$ cat config.mk
export PLATFORM = sky130hd
export DESIGN_NAME = clock_enable_gen
export DESIGN_NICKNAME = d
export VERILOG_FILES = /design/src/rtl/clock_enable_gen.sv
export SDC_FILE = /design/constraint.sdc
export NUM_CORES = 1
export LEC_CHECK = 0
export BUFFER_PORTS_ARGS = -buffer_cell sky130_fd_sc_hd__buf_4
export CAP_MARGIN = 20
export CORE_MARGIN = 5
export CORE_UTILIZATION = 60
export CTS_CLUSTER_SIZE = 12
export DETAILED_ROUTE_END_ITERATION = 10
export PLACE_DENSITY = 0.77
export SLEW_MARGIN = 30
export SYNTH_ARGS = -nofsm -noshare
export SYNTH_HDL_FRONTEND = slang
export SYNTH_SLANG_ARGS = --single-unit
$ cat constraint.sdc
create_clock -name clk -period 4.7 [get_ports clk]
set_input_delay 0.47 -clock clk [delete_from_list [all_inputs] [get_ports clk]]
set_output_delay 0.47 -clock clk [all_outputs]
set_load 0.05 [all_outputs]
$ cat src/rtl/clock_enable_gen.sv
// ---------------------------------------------------------------------------
// clock_enable_gen
//
// Purpose:
//   Generates NUM_CH independent divided timebases from one system clock.
//   Each channel produces a one-cycle 'tick' clock-enable pulse every D clk
//   cycles and, optionally, a roughly 50% duty square wave 'sq'. Divide
//   values are written at run time into a pending slot and become active at
//   the channel's next wrap so the period never glitches. A single 'sync'
//   strobe restarts every channel in phase.
//
// Build option:
//   CLKEN_SQUARE_EN  defined   -> square-wave flops are built and drive sq.
//                    undefined -> sq is tied low and no sq flops exist.
//
// Parameters:
//   NUM_CH   number of channels (1..16)
//   CNT_W    divider counter / divide value width
//   RST_DIV  divide value loaded at reset (values below 2 become 2)
//   CH_W     derived channel index width, max(1, $clog2(NUM_CH))
//
// Ports:
//   clk       in   system clock, rising edge
//   rst       in   asynchronous reset, active low
//   en        in   per-channel run enable
//   sync      in   one-cycle strobe, restart all channels at count 0
//   cfg_we    in   divide value write strobe
//   cfg_ch    in   channel index for the write (>= NUM_CH is ignored)
//   cfg_div   in   new divide value (period in clk cycles)
//   tick      out  registered one-cycle pulse per period
//   sq        out  registered square wave
//   cfg_pend  out  high while a written divide value awaits its wrap
// ---------------------------------------------------------------------------
module clock_enable_gen #(
  parameter int NUM_CH  = 4,
  parameter int CNT_W   = 27,
  parameter int RST_DIV = 100000000,
  localparam int CH_W   = (NUM_CH > 1) ? $clog2(NUM_CH) : 1
) (
  input  logic              clk,
  input  logic              rst,
  input  logic [NUM_CH-1:0] en,
  input  logic              sync,
  input  logic              cfg_we,
  input  logic [CH_W-1:0]   cfg_ch,
  input  logic [CNT_W-1:0]  cfg_div,
  output logic [NUM_CH-1:0] tick,
  output logic [NUM_CH-1:0] sq,
  output logic [NUM_CH-1:0] cfg_pend
);

  // A divide value below 2 cannot produce a distinct pulse and gap, so both
  // the reset value and every written value are lifted to 2.
  localparam logic [CNT_W-1:0] RST_D = (RST_DIV < 2) ? CNT_W'(2) : CNT_W'(RST_DIV);

  logic [CNT_W-1:0] w_cfgDivClamped;
  logic             w_chValid;

  assign w_cfgDivClamped = (cfg_div < CNT_W'(2)) ? CNT_W'(2) : cfg_div;
  assign w_chValid       = (int'(cfg_ch) < NUM_CH);

  for (genvar i = 0; i < NUM_CH; i++) begin : g_ch
    logic [CNT_W-1:0] r_cnt;
    logic [CNT_W-1:0] r_div;
    logic [CNT_W-1:0] r_nxt;
    logic             r_pend;
    logic             r_tick;
    logic             w_wr;
    logic             w_wrap;

    assign w_wr   = cfg_we && w_chValid && (cfg_ch == CH_W'(i));
    assign w_wrap = (r_cnt == (r_div - CNT_W'(1)));

    // Counter, active/pending divide value and tick for this channel.
    // sync beats the enable and promotes a pending value at once; a write in
    // the sync cycle itself goes straight into the active divide value.
    // Outside sync, a write is applied after the wrap logic so that a write
    // landing on the wrap cycle stays pending for the following wrap.
    always_ff @(posedge clk or negedge rst) begin
      if (!rst) begin
        r_cnt  <= '0;
        r_div  <= RST_D;
        r_nxt  <= RST_D;
        r_pend <= 1'b0;
        r_tick <= 1'b0;
      end else if (sync) begin
        r_cnt  <= '0;
        r_tick <= 1'b0;
        r_pend <= 1'b0;
        if (w_wr) begin
          r_div <= w_cfgDivClamped;
          r_nxt <= w_cfgDivClamped;
        end else if (r_pend) begin
          r_div <= r_nxt;
        end
      end else begin
        if (en[i]) begin
          if (w_wrap) begin
            r_cnt  <= '0;
            r_tick <= 1'b1;
            if (r_pend) begin
              r_div  <= r_nxt;
              r_pend <= 1'b0;
            end
          end else begin
            r_cnt  <= r_cnt + CNT_W'(1);
            r_tick <= 1'b0;
          end
        end else begin
          r_tick <= 1'b0;
        end
        if (w_wr) begin
          r_nxt  <= w_cfgDivClamped;
          r_pend <= 1'b1;
        end
      end
    end

    assign tick[i]     = r_tick;
    assign cfg_pend[i] = r_pend;

`ifdef CLKEN_SQUARE_EN
    logic r_sq;
    logic w_sqClr;

    // Clearing at count (D>>1)-1 keeps sq high for D>>1 cycles; the compare
    // uses the active divide value of the running period.
    assign w_sqClr = (r_cnt == ((r_div >> 1) - CNT_W'(1)));

    // Square wave rises with tick at the wrap, falls mid-period, holds while
    // the channel is disabled and is forced low by sync.
    always_ff @(posedge clk or negedge rst) begin
      if (!rst) begin
        r_sq <= 1'b0;
      end else if (sync) begin
        r_sq <= 1'b0;
      end else if (en[i]) begin
        if (w_wrap) begin
          r_sq <= 1'b1;
        end else if (w_sqClr) begin
          r_sq <= 1'b0;
        end
      end
    end

    assign sq[i] = r_sq;
`endif
  end

`ifndef CLKEN_SQUARE_EN
  assign sq = '0;
`endif

endmodule

==> metrics.yaml, run 1 <==
clock_tree:
  path_clk_slew_ps: 60
  clockRootBuffer: "clkbuf_16"
  cts_tree: "built"
  clockBufferDepth: 3
  cts_resized: 0
  insertion_delay_ps: 530
  cts-htree-levels: 2
  clock-sinks: 332
  numCtsBuffers: 37
placement:
  post-dp-hpwl_microns: 33070
  place_congestion: 0.9024
  place_area_sq_um: 19650
  preCtsSetupSlack_ps: 504.8
  numPortBuffers: 44
pwr:
  power.total_mw: 8.515
  power_density_nw_per_um2: 407.9
  power.leakage_nw: 8.456
  ir_drop_uv: 380.5
global_routing:
  track_usage_pct: 26.90
  grt_pass1_wl_microns: 80090
  grt_max_degree: 122
  grt_pass1_vias: 15430
  grt-ovfl-total: 0
  antenna_found_initial: 0
final_layout:
  syn_to_final_growth_pct: 8.085
  layout-drive-gt1-share_pct: 15.55
  final_area_sq_um: 20880
  nets: 2061
  n_fill_cell: 2473
  seqCellArea_sq_um: 8429
  n_antenna_cell: 0
  fin_util_pct: 65.99
  multiInputGateArea_sq_um: 10000
sta:
  finalHoldViolCount: 0
  slew-limit-headroom_pct: 36.76
  drv_slew: 0
  setup_violations: 0
  setup_tns_ps: 0
  rsz0062_at_grt: "no"
  period_needed_ps: 4280
  skew_ps: 7.921
  max_freq_ghz: 0.2337
  worst_pin_slew_ps: 939.9
  fin_ws_ps: 420.2
  fin_crit_sh_pct: 91.06
worst_setup_path:
  critPathKind: "reg2reg"
  critPathMaxFanout: 38
  critPathCaptureType: "register"
  r2r-end: "g_ch[0].r_div[8]"
  r2r_slack_ps: 420
  cp.required_ps: 5170
  cp-start-kind: "register"
  r2r-start: "g_ch[0].r_div[0]"
  reg2regPathDepth: 12
  cp.arrival_ps: 4750
floorplanning:
  die-area_sq_um: 35880
  rows: 65
  start_util_pct: 61.05
  boundaryPins: 49
  core_area_sq_um: 31640
  die_w_microns: 189.4
  fp.dieH_microns: 189.4
logic_synthesis:
  yosysSeqAreaShare_pct: 43.64
  synth_cells: 2063
  synth_area_sq_um: 19310
  synth.most_common_cell: "nand2_1"
  synth_edf_count: 0
  yosysTopAreaCellShare_pct: 30.58
  yosysTopAreaCell: "dfrtp_1"
  synthDistinctLibCells: 86
  postSynthAreaPerCell_sq_um: 9.362
  yosys_warnings: 0
  ys_ff_latch: 332
  async_flop_share_pct: 100.0
  synth.area.top_cells: "dfrtp_1, dfstp_2, nand2_1"
  synth_flop_cell: "dfrtp_1"
  synth_common_cells: "nand2_1, dfrtp_1, nor2_1"
run_status:
  outcome: "complete, no violations"
detailed_routing:
  drc: 0
  drt_iter0_drc: 1265
  drt-pass1-iter-count: 6
  num_vias: 15640
  viasPerCell: 6.391
  ant_nets: 0
  routedWlPerCell_microns: 19.83
  drt_wl_total_microns: 48530
flow_run:
  cap_violations: 0
hold_path:
  hp-class: "in2reg"
  holdPathStages: 2
  hp-start: "en[1]"
  hold_end: "g_ch[1].r_pend"
==> worst max-delay path, stage by stage (launching register included) <==
cell	delay (ps)
dfrtp_1	440
inv_1	80
ha_1	310
nor4b_1	590
nand3_1	400
or4_1	590
a22oi_1	200
nand4_1	140
nor4_2	270
a31o_2	440
buf_4	400
and3_1	230
a221o_1	110
==> where the power goes <==
| group | switching (mW) | internal (mW) |
|---|---|---|
| logic | 0.836 | 0.809 |
| registers | 0.564 | 3.42 |
| clock network | 1.16 | 1.73 |
==> per-layer routing <==
metal  GRT usage (%)  up-vias  share of wire [%]  wire [microns]
li1                -     7275                  -               -
met2           44.44      456                 48           23460
met1           36.70     7796                 43           20790
met4           8.681        0                2.8            1346
met3           4.185      112                6.0            2925
met5               0        -                  0               0
==> metrics by stage <==
stage          instances  hold WS (ps)
6_report            2447         201.5
5_1_grt             2447         190.3
4_1_cts             2447         187.6
3_5_place_dp        2378         393.3
3_3_place_gp        2377         444.7
2_1_floorplan       2066         174.4
==> what timing repair did <==
action / in CTS / in global routing
buffers inserted: 0 / 0
endpoints found under the hold margin: 43 / 0
hold buffers: 1 / 0
==> sequential cells by signal, summed over array words and instances (netlist names) <==
name,count
g_ch.r_tick,4
g_ch.r_div,108
g_ch.r_pend,4
g_ch.r_nxt,108
g_ch.r_cnt,108
==> final cells by class <==
| class | count | share of cell area [%] |
|---|---|---|
| timing repair buffer | 69 | 2.745 |
| inverter | 42 | 0.7552 |
| clock inverter | 9 | 0.4855 |
| sequential | 332 | 40.38 |
| tap | 402 | 2.409 |
| multi-input combinational | 1534 | 47.91 |
| clock buffer | 59 | 5.322 |
==> worst max-delay path by stage <==
stage | startpoint | cells after the start | endpoint | slack, ps
6_report | g_ch[0].r_div[0] | 12 | g_ch[0].r_div[8] | 420
5_1_grt | g_ch[0].r_div[0] | 12 | g_ch[0].r_div[13] | 130
4_1_cts | g_ch[0].r_div[0] | 12 | g_ch[0].r_div[8] | 480
3_5_place_dp | g_ch[0].r_div[0] | 12 | g_ch[0].r_div[8] | 500
3_3_place_gp | g_ch[0].r_div[0] | 11 | g_ch[0].r_div[4] | 530
2_1_floorplan | g_ch[0].r_div[0] | 14 | g_ch[0].r_div[17] | 1030
==> cells by family (layout without fill, tap and decap cells) <==
| family | Yosys count | count (layout) | synth area share, % |
|---|---|---|---|
| flops | 332 | 332 | 43.64 |
| compound gates | 374 | 374 | 14.27 |
| simple gates | 876 | 876 | 23.50 |
| buf+inv | 200 | 179 | 4.794 |
| other cells | 1 | 4 | 0.01942 |
| fa+ha+maj | 9 | 9 | 0.5701 |
| mux | 74 | 74 | 4.204 |
| xor+xnor | 197 | 197 | 9.011 |
==> layout by cell type, fill, tap and decap left out, drive strengths merged, types with 38 or more instances in the layout <==
master and instances:
and3 38, clkbuf 59, xor2 110, a21oi 41
xnor2 86, mux2 57, nand3 54, nand3b 67
o21ai 97, inv 43, a2bb2oi 81, nor3 59
nor2 179, nor4 40, nand2 257, dfstp 96
dfrtp 236, nand4 46, buf 68
Power figures use the tool's default switching activity.
==> inputs of run 2 (changes only) <==
CTS_BUF_LIST = sky130_fd_sc_hd__clkbuf_8   (was default)
==> run 2 against run 1 <==
Sequential share of layout area grew 0.16 points. Via count is 0.12% lower. Combinational power about the same. Die area stayed put. Sequential power about the same. Wire length is 0.23% lower. Global-route usage decreased by 0.17 points. Clock power fell by 11%. Total power is 3.9% lower.
==> metrics.yaml, run 2 (synthesis gave the netlist of run 1 again) <==
worst_setup_path:
  cp.required_ps: 5220
  critPathKind: "reg2reg"
  critPathTopFamily: "simple AND/OR/NAND/NOR gates"
  cp-start-kind: "register"
  critPathMaxFanout: 38
  crit_chain: "inv_1 -> ha_1 -> nor4b_1 -> nand3_1 -> or4_1 -> a22oi_1 -> nand4_1 -> nor4_2 -> a31o_2 -> buf_4 -> and3_1 -> a221o_1"
  max_stage_delay_ps: 590
  critPathCaptureType: "register"
  cp.arrival_ps: 4800
  slowest_stage: "or4_1"
  crit_buf_inv: 2
placement:
  place_congestion: 0.9024
  placedCellCount: 2378
  numPortBuffers: 44
  post-dp-hpwl_microns: 33070
sta:
  rsz0062_at_grt: "no"
  hold_slack_ps: 128.4
  finalHoldViolCount: 0
  max_freq_ghz: 0.2338
  setup_tns_ps: 0
  slew-limit-headroom_pct: 37.53
  skew_ps: 24.37
  worst_pin_slew_ps: 928.5
  setup_violations: 0
  drv_slew: 0
  period_needed_ps: 4277
  fin_crit_sh_pct: 91.00
pwr:
  ir_drop_uv: 307.4
  power.leakage_nw: 8.523
  power_density_nw_per_um2: 393.4
  power.total_mw: 8.182
floorplanning:
  die_w_microns: 189.4
  fp.dieH_microns: 189.4
  rows: 65
  die-area_sq_um: 35880
  boundaryPins: 49
  core_area_sq_um: 31640
  start_util_pct: 61.05
global_routing:
  grt-ovfl-total: 0
  grt_pass1_wl_microns: 79900
  track_usage_pct: 26.73
  grt_max_degree: 122
  antenna_found_initial: 0
  grt_pass1_vias: 15440
clock_tree:
  cts_tree: "built"
  clock-sinks: 332
  path_clk_slew_ps: 60
  clockBufferDepth: 3
  cts-htree-levels: 2
  insertion_delay_ps: 610
  cts_setup_buffers: 0
  clockRootBuffer: "clkbuf_8"
  numCtsBuffers: 54
detailed_routing:
  drt-pass1-iter-count: 6
  ant_nets: 0
  num_vias: 15620
  drt_wl_total_microns: 48410
  drc: 0
  drt_iter0_drc: 1322
  viasPerCell: 6.299
  routedWlPerCell_microns: 19.52
final_layout:
  seqCellArea_sq_um: 8429
  layout.cells.non_filler: 2480
  largest_registers: "g_ch.r_cnt x108, g_ch.r_div x108, g_ch.r_nxt x108"
  n_antenna_cell: 0
  syn_to_final_growth_pct: 7.670
  nets: 2078
  n_fill_cell: 2506
  multiInputGateArea_sq_um: 10000
  final_cell_mix: "nand2_1, dfrtp_1, nor2_1"
  mostFrequentLayoutCell: "nand2_1"
  layout-drive-gt1-share_pct: 16.55
run_status:
  outcome: "complete, no violations"
flow_run:
  cap_violations: 0
hold_path:
  hp-class: "in2reg"
[run 2: repair_timing]
action                    CTS  global route
resized for setup           0             0
hold buffers                1             0
hold endpoints to repair   43             0
[run 2: power by group]
part / switching [mW] / internal [mW]
sequential: 0.560 / 3.42
clock: 1.17 / 1.40
combinational: 0.833 / 0.809
[run 2: per-layer routing]
metal,part of all wire [%],global-route usage (%)
met5,0,0
met3,5.7,4.425
met1,44,36.62
met2,48,43.82
met4,2.9,8.570
[run 2: worst paths after layout]
check | start | endpoint | slack [ps] | cells after the start
max | g_ch[0].r_div[0] | g_ch[0].r_div[10] | 420 | 12
min reg2reg | g_ch[1].r_nxt[20] | g_ch[1].r_nxt[20] | 460 | 2
max in group asynchronous | rst | g_ch[1].r_nxt[1] | 2960 | 4
min in group asynchronous | rst | g_ch[2].r_cnt[11] | 360 | 2
min | en[1] | g_ch[1].r_pend | 130 | 2
max reg2reg | g_ch[0].r_div[0] | g_ch[0].r_div[10] | 420 | 12
[run 2: stage by stage]
stage          area [sq um]  worst slack [ps]  utilization (%)
5_1_grt               20800             123.1            65.73
2_1_floorplan         19330              1032                -
3_3_place_gp          19620             527.0            62.00
6_report              20800             423.0            65.73
3_5_place_dp          19650             504.8            62.11
4_1_cts               20790             469.9            65.72
[run 2: cell type report]
cell class	count	area share, %
Tap cell	402	2.419
Clock buffer	74	4.897
Multi-Input combinational cell	1534	48.09
Timing Repair Buffer	69	2.756
Inverter	42	0.7581
Sequential cell	332	40.53
Clock inverter	27	0.5475
